## src/rtl/gray_pkg.sv

```systemverilog
// Shared definitions for the Gray position decoder: tracker state encoding,
// the reference Gray-to-binary function and default synchronizer depth.
package gray_pkg;

    localparam int DEF_SYNC_STAGES = 2;
    localparam int GRAY_MAX_W      = 32;

    typedef enum logic [1:0] {
        ST_INIT  = 2'd0,
        ST_TRACK = 2'd1,
        ST_FAULT = 2'd2
    } state_e;

    // Decodes the low `width` bits of g; bits above width come back as zero.
    function automatic logic [GRAY_MAX_W-1:0] gray2bin(
        input logic [GRAY_MAX_W-1:0] g,
        input int                    width
    );
        logic [GRAY_MAX_W-1:0] b;
        b[GRAY_MAX_W-1] = g[GRAY_MAX_W-1];
        for (int i = GRAY_MAX_W - 2; i >= 0; i--) begin
            b[i] = b[i+1] ^ g[i];
        end
        return b & ({GRAY_MAX_W{1'b1}} >> (GRAY_MAX_W - width));
    endfunction

endpackage

```

## src/rtl/gray_to_binary.sv

```systemverilog
// Combinational WIDTH-bit Gray-to-binary decoder, usable stand-alone
// against the binary-to-Gray encoder.
module gray_to_binary
    import gray_pkg::*;
#(
    parameter int WIDTH = 4
) (
    input  logic [WIDTH-1:0] gray,
    output logic [WIDTH-1:0] bin
);

    logic [GRAY_MAX_W-1:0] full;
    logic                  unused_hi;

    assign full      = gray2bin(GRAY_MAX_W'(gray), WIDTH);
    assign bin       = full[WIDTH-1:0];
    assign unused_hi = ^full;

endmodule

```

## src/rtl/gray_to_binary_tracker.sv

```systemverilog
// Synchronizes and decodes an asynchronous Gray position, accepts only single
// steps, reports direction and counts wraps. Define GRAY_DEC_HYST_EN to add a
// one-cycle stability filter on the decoded value.
module gray_to_binary_tracker
    import gray_pkg::*;
#(
    parameter int WIDTH       = 4,
    parameter int SYNC_STAGES = DEF_SYNC_STAGES,
    parameter int REV_WIDTH   = 8
) (
    input  logic                 clk,
    input  logic                 rst_n,
    input  logic [WIDTH-1:0]     gray_in,
    input  logic                 clr_err,
    output logic [WIDTH-1:0]     bin_out,
    output logic                 valid,
    output logic                 step_up,
    output logic                 step_down,
    output logic                 err,
    output logic                 err_sticky,
    output logic [REV_WIDTH-1:0] rev_cnt
);

`ifdef GRAY_DEC_HYST_EN
    localparam int INIT_CNT = SYNC_STAGES + 2;
`else
    localparam int INIT_CNT = SYNC_STAGES + 1;
`endif
    localparam int CNT_W = $clog2(INIT_CNT + 1);
    localparam logic [CNT_W-1:0] INIT_LAST = CNT_W'(INIT_CNT);
    localparam logic [WIDTH-1:0] ONE       = WIDTH'(1);
    localparam logic [WIDTH-1:0] ALL1      = '1;

    logic [SYNC_STAGES-1:0][WIDTH-1:0] sync_q;
    logic [WIDTH-1:0]                  g_s;
    logic [WIDTH-1:0]                  g_bin;
    logic [WIDTH-1:0]                  d_bin;
    logic [WIDTH-1:0]                  diff;
    logic                              stable;
    logic [CNT_W-1:0]                  acq_cnt;
    state_e                            state;

    assign g_s = sync_q[SYNC_STAGES-1];

    gray_to_binary #(.WIDTH(WIDTH)) u_dec (
        .gray (g_s),
        .bin  (g_bin)
    );

    always_ff @(posedge clk) begin
        if (!rst_n) begin
            sync_q <= '0;
            d_bin  <= '0;
        end else begin
            sync_q <= {sync_q[SYNC_STAGES-2:0], gray_in};
            d_bin  <= g_bin;
        end
    end

`ifdef GRAY_DEC_HYST_EN
    // A decoded value must persist for two cycles before it is acted upon.
    logic [WIDTH-1:0] d_prev;
    always_ff @(posedge clk) begin
        if (!rst_n) d_prev <= '0;
        else        d_prev <= d_bin;
    end
    assign stable = (d_bin == d_prev);
`else
    assign stable = 1'b1;
`endif

    assign diff = d_bin - bin_out;

    always_ff @(posedge clk) begin
        if (!rst_n) begin
            state      <= ST_INIT;
            acq_cnt    <= '0;
            bin_out    <= '0;
            valid      <= 1'b0;
            step_up    <= 1'b0;
            step_down  <= 1'b0;
            err        <= 1'b0;
            err_sticky <= 1'b0;
            rev_cnt    <= '0;
        end else begin
            step_up   <= 1'b0;
            step_down <= 1'b0;
            err       <= 1'b0;
            case (state)
                ST_INIT: begin
                    // Wait until the pipeline holds only samples taken after entry.
                    if (acq_cnt == INIT_LAST) begin
                        bin_out <= d_bin;
                        valid   <= 1'b1;
                        state   <= ST_TRACK;
                    end else begin
                        acq_cnt <= acq_cnt + 1'b1;
                    end
                end
                ST_TRACK: begin
                    if (stable) begin
                        if (diff == ONE) begin
                            bin_out <= d_bin;
                            step_up <= 1'b1;
                            if (bin_out == ALL1) rev_cnt <= rev_cnt + 1'b1;
                        end else if (diff == ALL1) begin
                            bin_out   <= d_bin;
                            step_down <= 1'b1;
                            if (bin_out == '0) rev_cnt <= rev_cnt - 1'b1;
                        end else if (diff != '0) begin
                            err        <= 1'b1;
                            err_sticky <= 1'b1;
                            valid      <= 1'b0;
                            state      <= ST_FAULT;
                        end
                    end
                end
                ST_FAULT: begin
                    if (clr_err) begin
                        err_sticky <= 1'b0;
                        acq_cnt    <= '0;
                        state      <= ST_INIT;
                    end
                end
                default: begin
                    valid   <= 1'b0;
                    acq_cnt <= '0;
                    state   <= ST_INIT;
                end
            endcase
        end
    end

endmodule

```

## config.mk

```make
export PLATFORM = sky130hd
export DESIGN_NAME = gray_to_binary_tracker
export DESIGN_NICKNAME = d
export VERILOG_FILES = /design/src/rtl/gray_pkg.sv /design/src/rtl/gray_to_binary.sv /design/src/rtl/gray_to_binary_tracker.sv
export SDC_FILE = /design/constraint.sdc
export NUM_CORES = 1
export LEC_CHECK = 0
export CAP_MARGIN = 20
export CELL_PAD_IN_SITES_DETAIL_PLACEMENT = 1
export CELL_PAD_IN_SITES_GLOBAL_PLACEMENT = 1
export CORE_ASPECT_RATIO = 1.5
export CORE_MARGIN = 3
export CORE_UTILIZATION = 37
export CTS_CLUSTER_DIAMETER = 200
export DETAILED_ROUTE_END_ITERATION = 12
export HOLD_SLACK_MARGIN = 0.06
export MAX_ROUTING_LAYER = met4
export PLACE_DENSITY = 0.76
export SETUP_SLACK_MARGIN = 0.2
export SYNTH_ARGS = -nofsm -noshare
export SYNTH_HDL_FRONTEND = slang
export SYNTH_SLANG_ARGS = --single-unit
```

## constraint.sdc

```tcl
create_clock -name clk -period 2.9 [get_ports clk]
set_clock_uncertainty 0.15 [all_clocks]
set_input_delay 0.87 -clock clk [delete_from_list [all_inputs] [get_ports clk]]
set_output_delay 0.87 -clock clk [all_outputs]
set_load 0.03 [all_outputs]
```

==> results.yml, run 1 <==
critical_path:
  crit_type: "reg2reg"
  r2r_end: "rev_cnt[7]$_SDFFE_PN0P_"
  ff2ff_path_depth: 13
  regToRegStartpoint: "bin_out[2]$_SDFFE_PN0P_"
  path_max_fanout: 4
  cp-end-kind: "flop"
  cp_data_required_time_ns: 2.97
  cp.arrival_ns: 3.15
  crit_path_start_kind: "flop"
  r2r_slack_ns: -0.19
placement:
  dp_hpwl_um: 3930
  io_buffers: 23
  place_congestion: 0.869
  post-place-cells: 282
timing:
  fin_hold_ws_ns: 0.295
  setup_viol: 3
  period_share_pct: 106
  worst_pin_slew_ns: 0.847
  max_freq_mhz: 324
  rsz0062_at_grt: "true"
  fin_ws_ns: -0.185
  slew_headroom_pct: 43.3
  fin_crit_ns: 3.09
  drv_slew: 0
  tns_ns: -0.365
  hold_viol_final: 0
floorplan:
  fp.coreArea_um2: 4350
  die_h_um: 89.4
  die_x_um: 61.6
  start_util_pct: 39.4
  num_io_pins: 24
  rows: 29
  die_area_um2: 5510
status:
  status: "finished, violations left"
  violations: "negative setup slack"
drt:
  vias_per_cell: 5.67
  wl_met1_um: 1970
  drt_iter0_drc: 48
  drt-wirelength-per-cell_um: 18.8
  dr_wl_met3_um: 150
  ant_nets: 0
  firstDrtPassIters: 4
  drc: 0
  drt-total-wl_um: 5600
  vias: 1690
  route.met2.wl_um: 3280
  highest_layer: "met4"
logic_synthesis:
  synthArstFlopShare_pct: 0
  synth.avg_cell_area_um2: 8.89
  synth-edff-count: 0
  synth_area_um2: 1720
  syn_nets: 210
  synth_top_area_cell: "dfxtp_1"
  synthCells: 193
  synth_cell_types: 48
  synth-main-ff-cell: "dfxtp_1"
  synth_top_area_share_pct: 38.5
  synth_seq_cells: 33
  synthTopCellsByArea: "dfxtp_1 39%, ha_1 6.6%, mux2i_1 4.7%"
  yosysSeqAreaShare_pct: 38.5
  yosys_warnings: 0
power_and_ir_drop:
  p_seq_share_pct: 36.3
  power-per-cell-area_nw_per_um2: 561
  swShare_pct: 32.2
  power_leakage_nw: 1.01
  power_mw: 1.44
  combPwrFrac_pct: 34.2
  power.switching_uw: 464
  clkPwrFrac_pct: 29.5
  vdd_drop_max_uv: 404
  internal_power_uw: 977
cts:
  htreeDepth: 2
  cts.sinks: 33
  cts_made_buffers: 5
  cts_buffer_depth: 2
  clockRootBuffer: "clkbuf_8"
  ctsHoldBuffers: 0
  insertion_delay_ns: 0.29
  path_clk_slew_ns: 0.07
  cts_tree: "built"
finish:
  fillers: 485
  instances_no_fill: 298
  syn2layout_area_growth_pct: 49.7
  finalNetCount: 268
  diodes: 0
  drive_above_1_share_pct: 34.5
worst_hold_path:
  hold_class: "reg2reg"
  hold_start: "sync_q[3]$_SDFF_PN0_"
  whs_endpoint: "g_s[3]$_SDFF_PN0_"
  hold_depth: 1
grt:
  grt_pass1_wl_um: 8580
  grt_max_degree: 20
  overflow: 0
  gr-usage-all-layers_pct: 22.0
  grt_pass1_vias: 1861
  antenna_found_initial: 0
run:
  maxCapViolations: 0
## cells in the final DEF (no fill, tap or decap), types with 4 or more instances in the layout
master / n
inv_1: 5
o21ai_0: 5
nand2_1: 10
xor2_1: 5
clkbuf_8: 5
nor2_1: 20
and2_1: 11
clkdlybuf4s50_1: 23
mux2i_1: 8
dfxtp_1: 27
buf_6: 5
a21oi_1: 11
a21oi_2: 4
o21ai_1: 4
ha_4: 7
nor3_1: 4
buf_4: 32
## metal layers
metal  up-vias  GRT usage, %
li1        796             -
met1       836          19.4
met2        40          43.8
met3        18          3.61
met4         0          8.11
met5         -             -
## worst max-delay path by stage
stage                                        from  cells after the start  slack, ns                      end
final                     bin_out[2]$_SDFFE_PN0P_                     13      -0.19  rev_cnt[7]$_SDFFE_PN0P_
after global routing          d_bin[0]$_SDFF_PN0_                     15      -0.34  rev_cnt[7]$_SDFFE_PN0P_
after CTS                     d_bin[0]$_SDFF_PN0_                     13      -0.14  rev_cnt[7]$_SDFFE_PN0P_
after detailed placement      d_bin[0]$_SDFF_PN0_                     14      -0.33  rev_cnt[6]$_SDFFE_PN0P_
after global placement    bin_out[1]$_SDFFE_PN0P_                     12      -0.20  rev_cnt[6]$_SDFFE_PN0P_
after floorplan           bin_out[0]$_SDFFE_PN0P_                     14      -0.11  rev_cnt[7]$_SDFFE_PN0P_
## metrics by stage
| step | util (%) | cell area [um^2] | setup slack (ns) |
|---|---|---|---|
| floorplan | - | 1820 | -0.112 |
| global placement | 52.3 | 2280 | -0.201 |
| detailed placement | 52.3 | 2280 | -0.327 |
| CTS | 56.1 | 2440 | -0.142 |
| global route | 59.0 | 2570 | -0.335 |
| finish | 59.0 | 2570 | -0.185 |
## flip-flops by register name, indices dropped and copies added (netlist names)
name / cells
step_up: 1
step_down: 1
rev_cnt: 8
d_bin: 4
state: 2
err_sticky: 1
sync_q: 4
g_s: 4
acq_cnt: 2
err: 1
valid: 1
bin_out: 4
## Yosys cell counts (2+ instances only)
cell type	instances
or3_1	3
nand4_1	2
nor2_1	21
o311ai_0	2
o21ai_0	10
or4_1	2
a21oi_1	15
mux2i_1	8
nor3_1	6
xnor2_1	3
ha_1	9
inv_1	9
nor4_1	2
nand2_1	10
and2_1	11
nand3_1	2
dfxtp_1	33
and3_1	2
nand2b_1	2
xor2_1	5
clkbuf_1	7
buf_6	2
o31ai_1	2
## timing repair
action | CTS | global route
pin swaps | 17 | 22
gates resized for setup | 12 | 20
buffers inserted | 2 | 6
setup endpoints to repair | 8 | 11
## area by class of cell
type,instances,area (um^2),share of cell area (%)
multi-input cells,141,1150,44.8
repair buffers,60,527,20.5
clock inverters,3,41.3,1.61
flip-flops and latches,33,676,26.3
clock buffers,5,68.8,2.68
well taps,46,57.6,2.24
inverters,10,47.5,1.85
## worst max-delay path: stages, from the launching register on
cell and delay, ns:
dfxtp_4 0.35, inv_2 0.04, ha_4 0.24, and3b_2 0.23
o21ai_0 0.30, and3_4 0.31, inv_8 0.05, buf_6 0.12
ha_4 0.25, a21boi_1 0.14, o21ai_1 0.19, a21oi_2 0.10
a2111oi_4 0.34, mux2i_1 0.20
## power groups by stage
stage | sequential [mW] | combinational, mW | clock, mW
after floorplan | 0.541 | 0.254 | 0
after global placement | 0.526 | 0.397 | 0
after detailed placement | 0.531 | 0.428 | 0
after CTS | 0.522 | 0.453 | 0.435
after global routing | 0.527 | 0.535 | 0.464
final | 0.523 | 0.493 | 0.425
## kinds of logic after synthesis
| kind of cell | Yosys count | synth area share (%) |
|---|---|---|
| simple gates | 68 | 20.3 |
| xor+xnor | 8 | 4.08 |
| compound gates | 47 | 19.4 |
| mux | 8 | 4.67 |
| flops | 33 | 38.5 |
| buf+inv | 19 | 5.32 |
| fa+ha+maj | 10 | 7.73 |
Note: power is estimated with default switching activity, not from simulation.
==> inputs of run 2 (changes only) <==
--- a/config.mk
+++ b/config.mk
@@ -16,7 +16,6 @@
 export HOLD_SLACK_MARGIN = 0.06
 export MAX_ROUTING_LAYER = met4
 export PLACE_DENSITY = 0.76
-export SETUP_SLACK_MARGIN = 0.2
 export SYNTH_ARGS = -nofsm -noshare
 export SYNTH_HDL_FRONTEND = slang
 export SYNTH_SLANG_ARGS = --single-unit
==> results.yml, run 2 (synthesis results as in run 1) <==
cts:
  cts.sinks: 33
  ctsHoldBuffers: 0
  clockRootBuffer: "clkbuf_8"
  cts_buffer_depth: 2
  htreeDepth: 2
  path_clk_slew_ns: 0.07
  cts_made_buffers: 5
  insertion_delay_ns: 0.29
  cts_tree: "built"
drt:
  drt_iter0_drc: 67
  drt-wirelength-per-cell_um: 18.2
  vias: 1642
  drt-total-wl_um: 5360
  firstDrtPassIters: 4
  ant_nets: 0
  drc: 0
  vias_per_cell: 5.57
status:
  violations: "negative setup slack"
  status: "finished, violations left"
floorplan:
  rows: 29
  die_area_um2: 5510
  die_x_um: 61.6
  fp.coreArea_um2: 4350
  start_util_pct: 39.4
  num_io_pins: 24
  die_h_um: 89.4
critical_path:
  cp_data_required_time_ns: 2.95
  crit_type: "reg2reg"
  cp-end-kind: "flop"
  cpMaxStageDelayCell: "or3_4"
  cp.arrival_ns: 3.17
  path_max_fanout: 8
  cp_common_cell: "ha_4"
  crit_family: "simple AND/OR/NAND/NOR gates"
  cpPeakStageDelay_ns: 0.37
  path_buf_inv: 3
  crit_chain: "inv_2, ha_4, and3b_2, or3_4, and3_4, inv_8, buf_6, ha_4, a21boi_2, o21ai_2, a21oi_2, a2111oi_4, mux2i_1"
  crit_path_start_kind: "flop"
timing:
  rsz0062_at_grt: "true"
  hold_viol_final: 0
  setup_viol: 5
  slew_headroom_pct: 55.9
  fin_ws_ns: -0.221
  drv_slew: 0
  worst_pin_slew_ns: 0.659
  period_share_pct: 108
  fin_crit_ns: 3.12
  fin_hold_ws_ns: 0.293
  max_freq_mhz: 320
grt:
  grt_pass1_wl_um: 8150
  grt_pass1_vias: 1716
  antenna_found_initial: 0
  overflow: 0
  gr-usage-all-layers_pct: 21.0
  grt_max_degree: 20
finish:
  largest_register_ff_count: 8
  finalNetCount: 265
  final_common_cell: "buf_4"
  layout_common_cells: "32 x buf_4, 28 x dfxtp_1, 23 x clkdlybuf4s50_1"
  instances_no_fill: 295
  drive_above_1_share_pct: 35.3
  diodes: 0
  top_register: "rev_cnt"
  fillers: 494
  syn2layout_area_growth_pct: 46.6
run:
  maxCapViolations: 0
power_and_ir_drop:
  power_leakage_nw: 0.989
  vdd_drop_max_uv: 374
  power-per-cell-area_nw_per_um2: 532
placement:
  place_congestion: 0.873
  io_buffers: 23
  dp_hpwl_um: 3930
  post-place-cells: 280
worst_hold_path:
  hold_class: "reg2reg"
[run 2: cell types whose count changed in the layout (fill, tap and decap cells not counted), moves of 2 or more]
cell	previous run	this run
a21oi_1	11	13
a21oi_2	4	2
buf_6	5	2
o21ai_1	4	2
o21ai_2	1	3
[run 2: per-layer routing]
layer / up-vias / share of wire, % / routed length [um] / GRT usage [%]
met2: 33 / 60 / 3220 / 41.1
met1: 808 / 35 / 1890 / 18.8
met4: 0 / 2.7 / 144 / 9.07
met5: - / 0 / 0 / -
met3: 14 / 2.1 / 111 / 3.03
li1: 787 / - / - / -
[run 2: path summary, 6_finish.rpt]
check | startpoint | endpoint | slack [ns] | cells past startpoint
max | bin_out[2]$_SDFFE_PN0P_ | rev_cnt[7]$_SDFFE_PN0P_ | -0.22 | 13
min reg2reg | sync_q[1]$_SDFF_PN0_ | g_s[1]$_SDFF_PN0_ | 0.29 | 1
min | sync_q[1]$_SDFF_PN0_ | g_s[1]$_SDFF_PN0_ | 0.29 | 1
max reg2reg | bin_out[2]$_SDFFE_PN0P_ | rev_cnt[7]$_SDFFE_PN0P_ | -0.22 | 13
[run 2: worst register-to-register path, cell delays in order, from the launching register on]
cell	delay (ns)
dfxtp_4	0.35
inv_2	0.04
ha_4	0.21
and3b_2	0.23
or3_4	0.37
and3_4	0.22
inv_8	0.07
buf_6	0.14
ha_4	0.22
a21boi_2	0.17
o21ai_2	0.18
a21oi_2	0.09
a2111oi_4	0.29
mux2i_1	0.30
[run 2: power by group]
group | total (mW) | internal [mW] | leakage, nW | switching (mW)
Clock | 0.352 | 0.169 | 0.0407 | 0.183
Sequential | 0.521 | 0.488 | 0.272 | 0.0325
Combinational | 0.466 | 0.223 | 0.677 | 0.243
Total | 1.34 | 0.880 | 0.989 | 0.459
[run 2: area by class of cell]
cell class	instances	area, um^2	area share, %
Sequential cell	33	674	26.8
Clock inverter	3	21.3	0.846
Clock buffer	5	68.8	2.74
Timing Repair Buffer	57	493	19.6
Multi-Input combinational cell	141	1150	45.8
Tap cell	46	57.6	2.29
Inverter	10	47.5	1.89
[run 2: what timing repair did]
| item | 4_1_cts | 5_1_grt |
|---|---|---|
| pin swaps | 11 | 17 |
| setup buffers | 2 | 5 |
| resized for setup | 14 | 16 |
| setup endpoints to repair | 7 | 7 |
| hold endpoints to repair | 0 | 0 |
[run 2: through the flow]
step / cell area (um^2) / utilization [%] / power (mW) / TNS (ns) / setup WS [ns]
after floorplan: 1820 / - / 0.795 / -0.190 / -0.122
after global placement: 2260 / 51.9 / 0.916 / -0.447 / -0.266
after detailed placement: 2260 / 51.9 / 0.954 / -1.11 / -0.340
after CTS: 2410 / 55.4 / 1.34 / -0.208 / -0.114
after global routing: 2510 / 57.8 / 1.42 / -1.13 / -0.340
final: 2510 / 57.8 / 1.34 / -0.611 / -0.221
==> inputs of run 3 (changes only) <==
--- a/config.mk
+++ b/config.mk
@@ -6,10 +6,9 @@
 export NUM_CORES = 1
 export LEC_CHECK = 0
 export CAP_MARGIN = 20
-export CELL_PAD_IN_SITES_DETAIL_PLACEMENT = 1
+export CELL_PAD_IN_SITES_DETAIL_PLACEMENT = 0
 export CELL_PAD_IN_SITES_GLOBAL_PLACEMENT = 1
 export CORE_ASPECT_RATIO = 1.5
-export CORE_MARGIN = 3
 export CORE_UTILIZATION = 37
 export CTS_CLUSTER_DIAMETER = 200
 export DETAILED_ROUTE_END_ITERATION = 12
==> results.yml, run 3 (synthesis results as in run 1) <==
timing:
  fin_hold_ws_ns: 0.281
  fin_crit_ns: 3.07
  max_freq_mhz: 326
  worst_pin_slew_ns: 0.586
  fin_ws_ns: -0.169
  hold_viol_final: 0
  tns_ns: -0.316
  slew_headroom_pct: 60.8
  period_share_pct: 106
  drv_slew: 0
  setup_viol: 3
  rsz0062_at_grt: "true"
floorplan:
  die_h_um: 85.4
  start_util_pct: 38.1
  fp.coreArea_um2: 4500
  die_x_um: 57.6
  rows: 30
  die_area_um2: 4920
  num_io_pins: 24
critical_path:
  cp_data_required_time_ns: 2.96
  cp.arrival_ns: 3.13
  crit_type: "reg2reg"
  crit_path_start_kind: "flop"
  cp-startpoint: "d_bin[0]$_SDFF_PN0_"
  cpPeakStageDelay_ns: 0.44
  cpMaxStageDelayCell: "fa_2"
  path_max_fanout: 6
  cp-end-kind: "flop"
  path_buf_inv: 4
  crit_chain: "inv_2, ha_4, inv_2, fa_2, nor3_2, and3_4, inv_8, buf_6, ha_4, a21boi_1, o21ai_1, a21oi_2, a2111oi_4, mux2i_1"
  regToRegStartpoint: "d_bin[0]$_SDFF_PN0_"
  crit_family: "adder cells"
  r2r_slack_ns: -0.17
grt:
  grt_pass1_vias: 1516
  overflow: 0
  grt_pass1_wl_um: 6890
  gr-usage-all-layers_pct: 18.7
  grt_max_degree: 20
  antenna_found_initial: 0
finish:
  fillers: 424
  finalNetCount: 262
  syn2layout_area_growth_pct: 46.8
  diodes: 0
  top_register: "rev_cnt"
  instances_no_fill: 294
  drive_above_1_share_pct: 32.5
  layout_common_cells: "29 x buf_4, 28 x dfxtp_1, 23 x clkdlybuf4s50_1"
  utilization_pct: 55.9
  largest_register_ff_count: 8
  final_common_cell: "buf_4"
run:
  maxCapViolations: 0
cts:
  ctsHoldBuffers: 0
  htreeDepth: 2
  cts_made_buffers: 5
  insertion_delay_ns: 0.28
  cts.sinks: 33
  path_clk_slew_ns: 0.07
  cts_buffer_depth: 2
  cts_tree: "built"
  clockRootBuffer: "clkbuf_8"
worst_hold_path:
  hold_class: "reg2reg"
  hold_start: "sync_q[2]$_SDFF_PN0_"
placement:
  io_buffers: 23
  post-place-cells: 278
  dp_hpwl_um: 2850
  place_congestion: 0.915
power_and_ir_drop:
  vdd_drop_max_uv: 495
  power_leakage_nw: 0.987
  power-per-cell-area_nw_per_um2: 561
status:
  status: "finished, violations left"
  violations: "design-rule violations, negative setup slack"
drt:
  drt-wirelength-per-cell_um: 14.1
  ant_nets: 0
  vias: 1575
  drc: 2
  drt_iter0_drc: 44
  firstDrtPassIters: 8
  drt-total-wl_um: 4160
  vias_per_cell: 5.36
run 3: metrics by stage:
step	setup slack, ns	instance area, um^2	power (mW)
2_1_floorplan	-0.122	1820	0.795
3_3_place_gp	-0.198	2230	0.905
3_5_place_dp	-0.313	2230	0.918
4_1_cts	-0.0684	2420	1.39
5_1_grt	-0.250	2520	1.49
6_report	-0.169	2520	1.41
run 3: path summary, 6_finish.rpt:
| check | end | cells past startpoint |
|---|---|---|
| hold / removal | g_s[2]$_SDFF_PN0_ | 1 |
| setup / recovery | rev_cnt[7]$_SDFFE_PN0P_ | 14 |
| setup reg to reg | rev_cnt[7]$_SDFFE_PN0P_ | 14 |
| hold reg to reg | g_s[2]$_SDFF_PN0_ | 1 |
run 3: repair_timing:
| action | CTS | global route |
|---|---|---|
| gates resized for setup | 12 | 14 |
| endpoints found under the setup margin | 7 | 7 |
| hold endpoints to repair | 0 | 0 |
| buffers inserted | 4 | 4 |
| pin swaps | 11 | 17 |
run 3: layout make-up:
type | count | area [um^2] | area share (%)
tap | 48 | 60.1 | 2.38
timing repair buffer | 54 | 470 | 18.7
inverter | 10 | 47.5 | 1.89
clock buffer | 7 | 86.3 | 3.43
sequential | 33 | 674 | 26.8
clock inverter | 1 | 30.0 | 1.19
multi-input combinational | 141 | 1150 | 45.7
run 3: power by group:
| group | internal [mW] | switching (mW) |
|---|---|---|
| Clock | 0.280 | 0.167 |
| Sequential | 0.488 | 0.0306 |
| Combinational | 0.221 | 0.225 |
run 3: metal layers:
layer	global-route usage (%)	vias up	wire, um
li1	-	790	-
met1	20.6	750	1820
met2	31.8	27	2150
met3	3.66	8	107
met4	8.43	0	85
met5	-	-	0
